### src/rtl/poly_pkg.sv
// Shared types and elaboration helpers for the poly_reduce fold stage.
package poly_pkg;

  typedef enum logic [2:0] {
    IDLE,
    PRE,
    MUL,
    FIN,
    DONE
  } state_t;

  // Width of the MSB-first bit counter over zeta; never below one bit.
  function automatic int cnt_width(input int n);
    return (n > 1) ? $clog2(n) : 1;
  endfunction

  // Q must sit strictly between 2^(N-1) and 2^N so one conditional subtract
  // fully reduces any N-bit value and any sum of two residues.
  function automatic bit modulus_ok(input int n, input int q);
    return (n >= 2) && (n <= 30) && (q > (1 << (n - 1))) && (q < (1 << n));
  endfunction

endpackage

### src/rtl/mod_add.sv
// Combinational a + b mod Q using one N+1-bit add and a single conditional subtract.
module mod_add #(
  parameter int N = 2,
  parameter int Q = 3
) (
  input  logic [N-1:0] a,
  input  logic [N-1:0] b,
  output logic [N-1:0] sum
);

  localparam logic [N:0] QW = (N+1)'(Q);

  logic [N:0] raw;

  assign raw = {1'b0, a} + {1'b0, b};
  assign sum = (raw >= QW) ? N'(raw - QW) : N'(raw);

endmodule

### src/rtl/poly_reduce.sv
// Folds {p2,p1,p0} modulo (X^2 - zeta) and Q via an N-cycle serial modular multiply.
// Define POLY_REDUCE_SUB_EN to fold modulo (X^2 + zeta) instead.
module poly_reduce
  import poly_pkg::*;
#(
  parameter int N = 2,
  parameter int Q = 3
) (
  input  logic           clk,
  input  logic           rst,
  input  logic           in_valid,
  output logic           in_ready,
  input  logic [3*N-1:0] in_p,
  input  logic [N-1:0]   zeta,
  output logic           out_valid,
  input  logic           out_ready,
  output logic [2*N-1:0] out_c
);

  localparam int          CNT_W = cnt_width(N);
  localparam logic [N-1:0] QN   = N'(Q);

  generate
    if (!modulus_ok(N, Q)) begin : g_bad_modulus
      $error("poly_reduce: Q must satisfy 2^(N-1) < Q < 2^N");
    end
  endgenerate

  state_t           state, state_nxt;
  logic [N-1:0]     p0, p1, p2, zeta_r, acc;
  logic [CNT_W-1:0] cnt;
  logic [N-1:0]     acc_dbl, acc_add, fold_b, fold;

  function automatic logic [N-1:0] pre_red(input logic [N-1:0] x);
    return (x >= QN) ? x - QN : x;
  endfunction

  mod_add #(.N(N), .Q(Q)) u_dbl  (.a(acc),     .b(acc),    .sum(acc_dbl));
  mod_add #(.N(N), .Q(Q)) u_add  (.a(acc_dbl), .b(p2),     .sum(acc_add));
  mod_add #(.N(N), .Q(Q)) u_fold (.a(p0),      .b(fold_b), .sum(fold));

`ifdef POLY_REDUCE_SUB_EN
  // Q - acc lies in [1, Q]; p0 + (Q - acc) < 2Q, so one subtract still suffices.
  assign fold_b = QN - acc;
`else
  assign fold_b = acc;
`endif

  // NOTE: next-state logic assigns its default first so no path leaves it unassigned (no latch).
  always_comb begin
    state_nxt = state;
    case (state)
      IDLE:    if (in_valid) state_nxt = PRE;
      PRE:     state_nxt = MUL;
      MUL:     if (cnt == '0) state_nxt = FIN;
      FIN:     state_nxt = DONE;
      DONE:    if (out_ready) state_nxt = IDLE;
      default: state_nxt = IDLE;
    endcase
  end

  // NOTE: all state uses non-blocking assignments so every register samples pre-edge values.
  always_ff @(posedge clk) begin
    if (rst) begin
      state  <= IDLE;
      p0     <= '0;
      p1     <= '0;
      p2     <= '0;
      zeta_r <= '0;
      acc    <= '0;
      cnt    <= '0;
      out_c  <= '0;
    end else begin
      state <= state_nxt;
      case (state)
        IDLE: if (in_valid) begin
          p2     <= in_p[3*N-1:2*N];
          p1     <= in_p[2*N-1:N];
          p0     <= in_p[N-1:0];
          zeta_r <= zeta;
        end
        PRE: begin
          p0  <= pre_red(p0);
          p1  <= pre_red(p1);
          p2  <= pre_red(p2);
          acc <= '0;
          cnt <= CNT_W'(N - 1);
        end
        MUL: begin
          acc <= zeta_r[cnt] ? acc_add : acc_dbl;
          cnt <= cnt - CNT_W'(1);
        end
        FIN:     out_c <= {p1, fold};
        default: ;
      endcase
    end
  end

  assign in_ready  = (state == IDLE);
  assign out_valid = (state == DONE);

endmodule

### config.mk
export PLATFORM = sky130hd
export DESIGN_NAME = poly_reduce
export DESIGN_NICKNAME = d
export VERILOG_FILES = /design/src/rtl/poly_pkg.sv /design/src/rtl/mod_add.sv /design/src/rtl/poly_reduce.sv
export SDC_FILE = /design/constraint.sdc
export NUM_CORES = 1
export LEC_CHECK = 0
export ABC_AREA = 1
export BUFFER_PORTS_ARGS = -buffer_cell sky130_fd_sc_hd__buf_2
export CORE_AREA = 2 2 59 61
export DETAILED_ROUTE_END_ITERATION = 16
export DIE_AREA = 0 0 61 63
export GPL_ROUTABILITY_DRIVEN = 0
export GPL_TIMING_DRIVEN = 0
export PLACE_DENSITY = 0.6
export RECOVER_POWER = 50
export SYNTH_ARGS = -nofsm -noshare
export SYNTH_HDL_FRONTEND = slang
export SYNTH_SLANG_ARGS = --single-unit
### constraint.sdc
create_clock -name clk -period 3.1 [get_ports clk]
set_clock_uncertainty 0.2 [all_clocks]
set_input_delay 0.62 -clock clk [delete_from_list [all_inputs] [get_ports clk]]
set_output_delay 0.62 -clock clk [all_outputs]
set_load 0.01 [all_outputs]
==> impl.org <==
** Yosys
- The average instance in the mapped netlist occupies 7.005 um2.
- Counting every instance in the synthesized netlist gives between 150 and 200.
- In this run the cell area of the synthesized design comes to about 0.0011 mm2.
- The synthesized design contains 18 register bits.
- Net count of the mapped netlist :: 173
- Count of yosys warnings during synthesis :: 0
- In this run, distinct cell masters in the synthesized netlist total 22.
- Summing the sequential cell areas from Yosys gives 33.84% of the chip area.

** Worst hold path
- Beginning of the worst hold path :: zeta_r[1]
- End of the worst hold path :: zeta_r[1]
- Cell count of the worst hold path :: 2
- The min-delay analysis places its worst path in the category register to register.

** STA
- The number of max-slew violations in the final report came to 0.
- The worst path uses around 70% of the clock period.
- For the pin with the worst max-slew slack, the measured transition is roughly 0.64 ns.
- The worst path in the final design needs a cycle of between 2 and 2.5 ns, including I/O delays and setup.
- Setup repair after global routing left no endpoint under its margin.
- Derived from the worst setup path, the maximum achievable clock frequency is about 460 MHz.
- Final critical-path setup slack :: between 0.9 and 1 ns
- Total of endpoints with negative setup slack in the final report :: 0
- Fin Setup TNS :: 0 ns
- The total count of hold-check failures in the final report was 0.
- Headroom to the max-slew limit came out at 57.11%.

** Worst setup path
- Along the worst path, the maximum fanout reaches 4.
- Reg-to-Reg Start :: p0[0]
- At the worst endpoint, the required time is about 3.2 ns.
- STA puts the critical path data arrival time at approximately 2.2 ns.
- For flop-to-flop paths, the worst setup slack is around 0.92 ns.
- Counting cells, the worst reg-to-reg path comes to 12.
- STA classifies the critical path endpoint as a register.
- The critical path in this run is classified as register to register.
- Worst reg2reg path endpoint :: out_c[0]
- The worst setup path is launched from a register.

** Pwr
- Largest voltage drop on the vdd net :: ~0.17 mV
- Summed over all nets, the switching power comes to about 0.00020 W.
- The share of total power dissipated in sequential elements is 46.4%.
- Combinational share of power :: roughly 29%
- Net switching is approximately 34% of the power.
- For this design the ratio of total power to cell area is between 400 and 500 mW/mm2.
- The internal power of the cells totals 0.0003953 W.
- In this run the static leakage power is roughly 0.6 nW.
- Part of the power in the clock network :: 24.9%

** Route
- The final route contains between 900 and 1,000 vias.
- In this run, the number of DRC markers left after iteration 0 of detailed routing was 31.
- The count of nets left with antenna violations once routing finished came out at 0.
- Per-cell via count in the routed design :: around 4.4
- Pre-Repair DR Iteration Count :: 4
- For this run, design rule violations remaining after detail routing come to 0.
- Routed len/inst :: 9.215 um
- After detailed routing, the total wire length is about 2 mm.

** Clock network
- Clock root buffer :: clkbuf_4
- Resize count post-CTS :: 0
- Post-CTS timing repair inserted 0 buffers for setup.
- # H-tree levels :: 1
- Post-CTS Hold Buffers :: 0
- CTS tree :: done
- Clock sink count :: 18
- The clock passes through at most 2 buffers.
- Counting the buffers created by CTS gives 3.
- Skew-Pair Late Insertion Delay :: 0.30 ns
- Clock-pin slew was measured on the worst setup and hold paths at roughly 0.11 ns.

** Global route
- GRT Overall Usage :: around an eighth
- The number of antenna violations at the first check in global routing is 0.
- Entering global routing, the biggest net connects 11 pins.
- Global route overflow :: 0
- Number of global-route vias before repair :: between 800 and 900
- The first global-routing pass estimated 3.546 mm of wire.

** Floorplan
- For this configuration, the core starts out at a cell density of 32.95%.
- Row generation in the floorplan step produced 21 rows.
- Vertical die dimension :: between 60 and 70 um
- Die outline area :: slightly below 0.004 mm2
- The die is 61 um wide.
- Number of top-level pins :: 18
- Core Box Area :: 0.003232 mm2

** Layout
- The area growth from synthesis to layout is 15.04%.
- Number of inserted diodes :: 0
- Once layout is complete, the cells apart from fillers number 219.
- In the final design database the tool counted 195 nets.
- Share of cells above drive strength 1 :: between 10% and 20%

** Placed design
- The HPWL after detailed placement is between 1.5 and 2 mm.
- Prior to clock tree synthesis, the placed netlist has a worst setup slack of between 0.9 and 1 ns.
- In this run the tool buffered the top-level ports with 17 buffer cells.
- Number of cells in the design after placement :: between 200 and 250

** Run
- Max-cap violations in this run came to 0.

** Status
- The flow ran to the end, and the final reports show no timing, DRC or antenna violations.
-- flip-flops by register name (all words and copies together), names as in the netlist --
register / cells
acc: 2
cnt: 1
out_c: 4
p0: 2
p1: 2
p2: 2
state: 3
zeta_r: 2
-- how the worst max path moves through the flow --
stage,start,endpoint,slack [ns],cells past startpoint
floorplan,p0[0],out_c[0],1.12,12
global placement,p0[0],out_c[0],0.96,12
detailed placement,p0[0],out_c[0],0.95,12
CTS,p0[0],out_c[0],0.89,12
global route,p0[0],out_c[0],0.63,12
finish,p0[0],out_c[0],0.92,12
-- kinds of logic (layout without fill, tap and decap cells) --
kind of cell,Yosys count,count (layout),share of synthesized area (%)
and+or+nand+nor,75,75,32.20
adders and majority gates,9,9,11.99
AOI/OAI and AO/OA,23,23,11.63
DFF,18,18,33.84
buffers and inverters,27,48,10.34
-- routing by layer --
layer	vias to the layer above	GRT usage [%]	share of wire, %
met1	424	14.68	47
met5	-	0	0
met3	4	2.070	2.1
met2	9	19.89	49
li1	523	-	-
met4	0	6.522	1.9
-- through the flow --
step,power [W],instance area [um2],utilization [%],hold slack (ns)
6_report,0.0005983,1225,37.90,0.2751
5_1_grt,0.0006494,1225,37.90,0.2940
4_1_cts,0.0006165,1244,38.48,0.2776
3_5_place_dp,0.0004624,1207,37.36,0.2616
3_3_place_gp,0.0004625,1207,37.36,0.2593
2_1_floorplan,0.0004188,1065,-,0.2449
-- power groups by stage --
stage / clock [W] / combinational [W] / sequential [W]
finish: 0.000149 / 0.000172 / 0.000277
floorplan: 0 / 0.000138 / 0.000281
detailed placement: 0 / 0.000179 / 0.000284
global route: 0.000165 / 0.000203 / 0.000281
global placement: 0 / 0.000179 / 0.000284
CTS: 0.000158 / 0.000180 / 0.000279
-- cell usage after synthesis --
| cell type | instances | area, um2 |
|---|---|---|
| fa_1 | 2 | 40.04 |
| nor2_4 | 1 | 11.26 |
| ha_1 | 7 | 87.58 |
| nand3_1 | 8 | 40.04 |
| o21ai_0 | 12 | 60.06 |
| a21oi_2 | 1 | 8.760 |
| o211ai_1 | 2 | 15.01 |
| nand2_2 | 3 | 18.77 |
| buf_6 | 1 | 11.26 |
| nor2_1 | 18 | 67.56 |
| nor3_4 | 1 | 16.27 |
| a21oi_1 | 8 | 40.04 |
| nor3_1 | 3 | 15.01 |
| nand2_1 | 37 | 138.9 |
| clkinv_2 | 1 | 5.000 |
| nor3_2 | 1 | 10.01 |
| nand3_2 | 1 | 10.01 |
| dfxtp_1 | 18 | 360.4 |
| inv_1 | 21 | 78.83 |
| nand3b_1 | 2 | 15.01 |
| inv_2 | 3 | 11.26 |
| clkbuf_1 | 1 | 3.750 |
-- worst max-delay path, stage by stage (launching register included) --
cell     delay (ns)
dfxtp_1        0.39
ha_1           0.16
inv_1          0.04
fa_1           0.50
inv_1          0.06
ha_1           0.17
inv_1          0.05
nand2_1        0.05
a21oi_1        0.15
nor2_1         0.05
o21ai_0        0.17
nand2_1        0.07
inv_1          0.05
-- layout by cell type (no fill, tap or decap), types with 3 or more instances in the layout --
cell type / instances
dfxtp_1: 18
o21ai_0: 12
nand3_1: 9
buf_2: 17
nor2_1: 18
clkbuf_4: 3
inv_1: 22
a21oi_1: 8
nand2_1: 38
ha_1: 7
nor3_1: 4
-- area by class of cell --
class                   instances  area, um2
fillers                       376       2007
multi-input cells             107      575.6
repair buffers                 17      85.08
plain buffers                   2      15.01
clock buffers                   4      36.28
flip-flops and latches         18      360.3
well taps                      46      57.56
inverters                      25      95.09
Note: power is estimated with default switching activity, not from simulation.
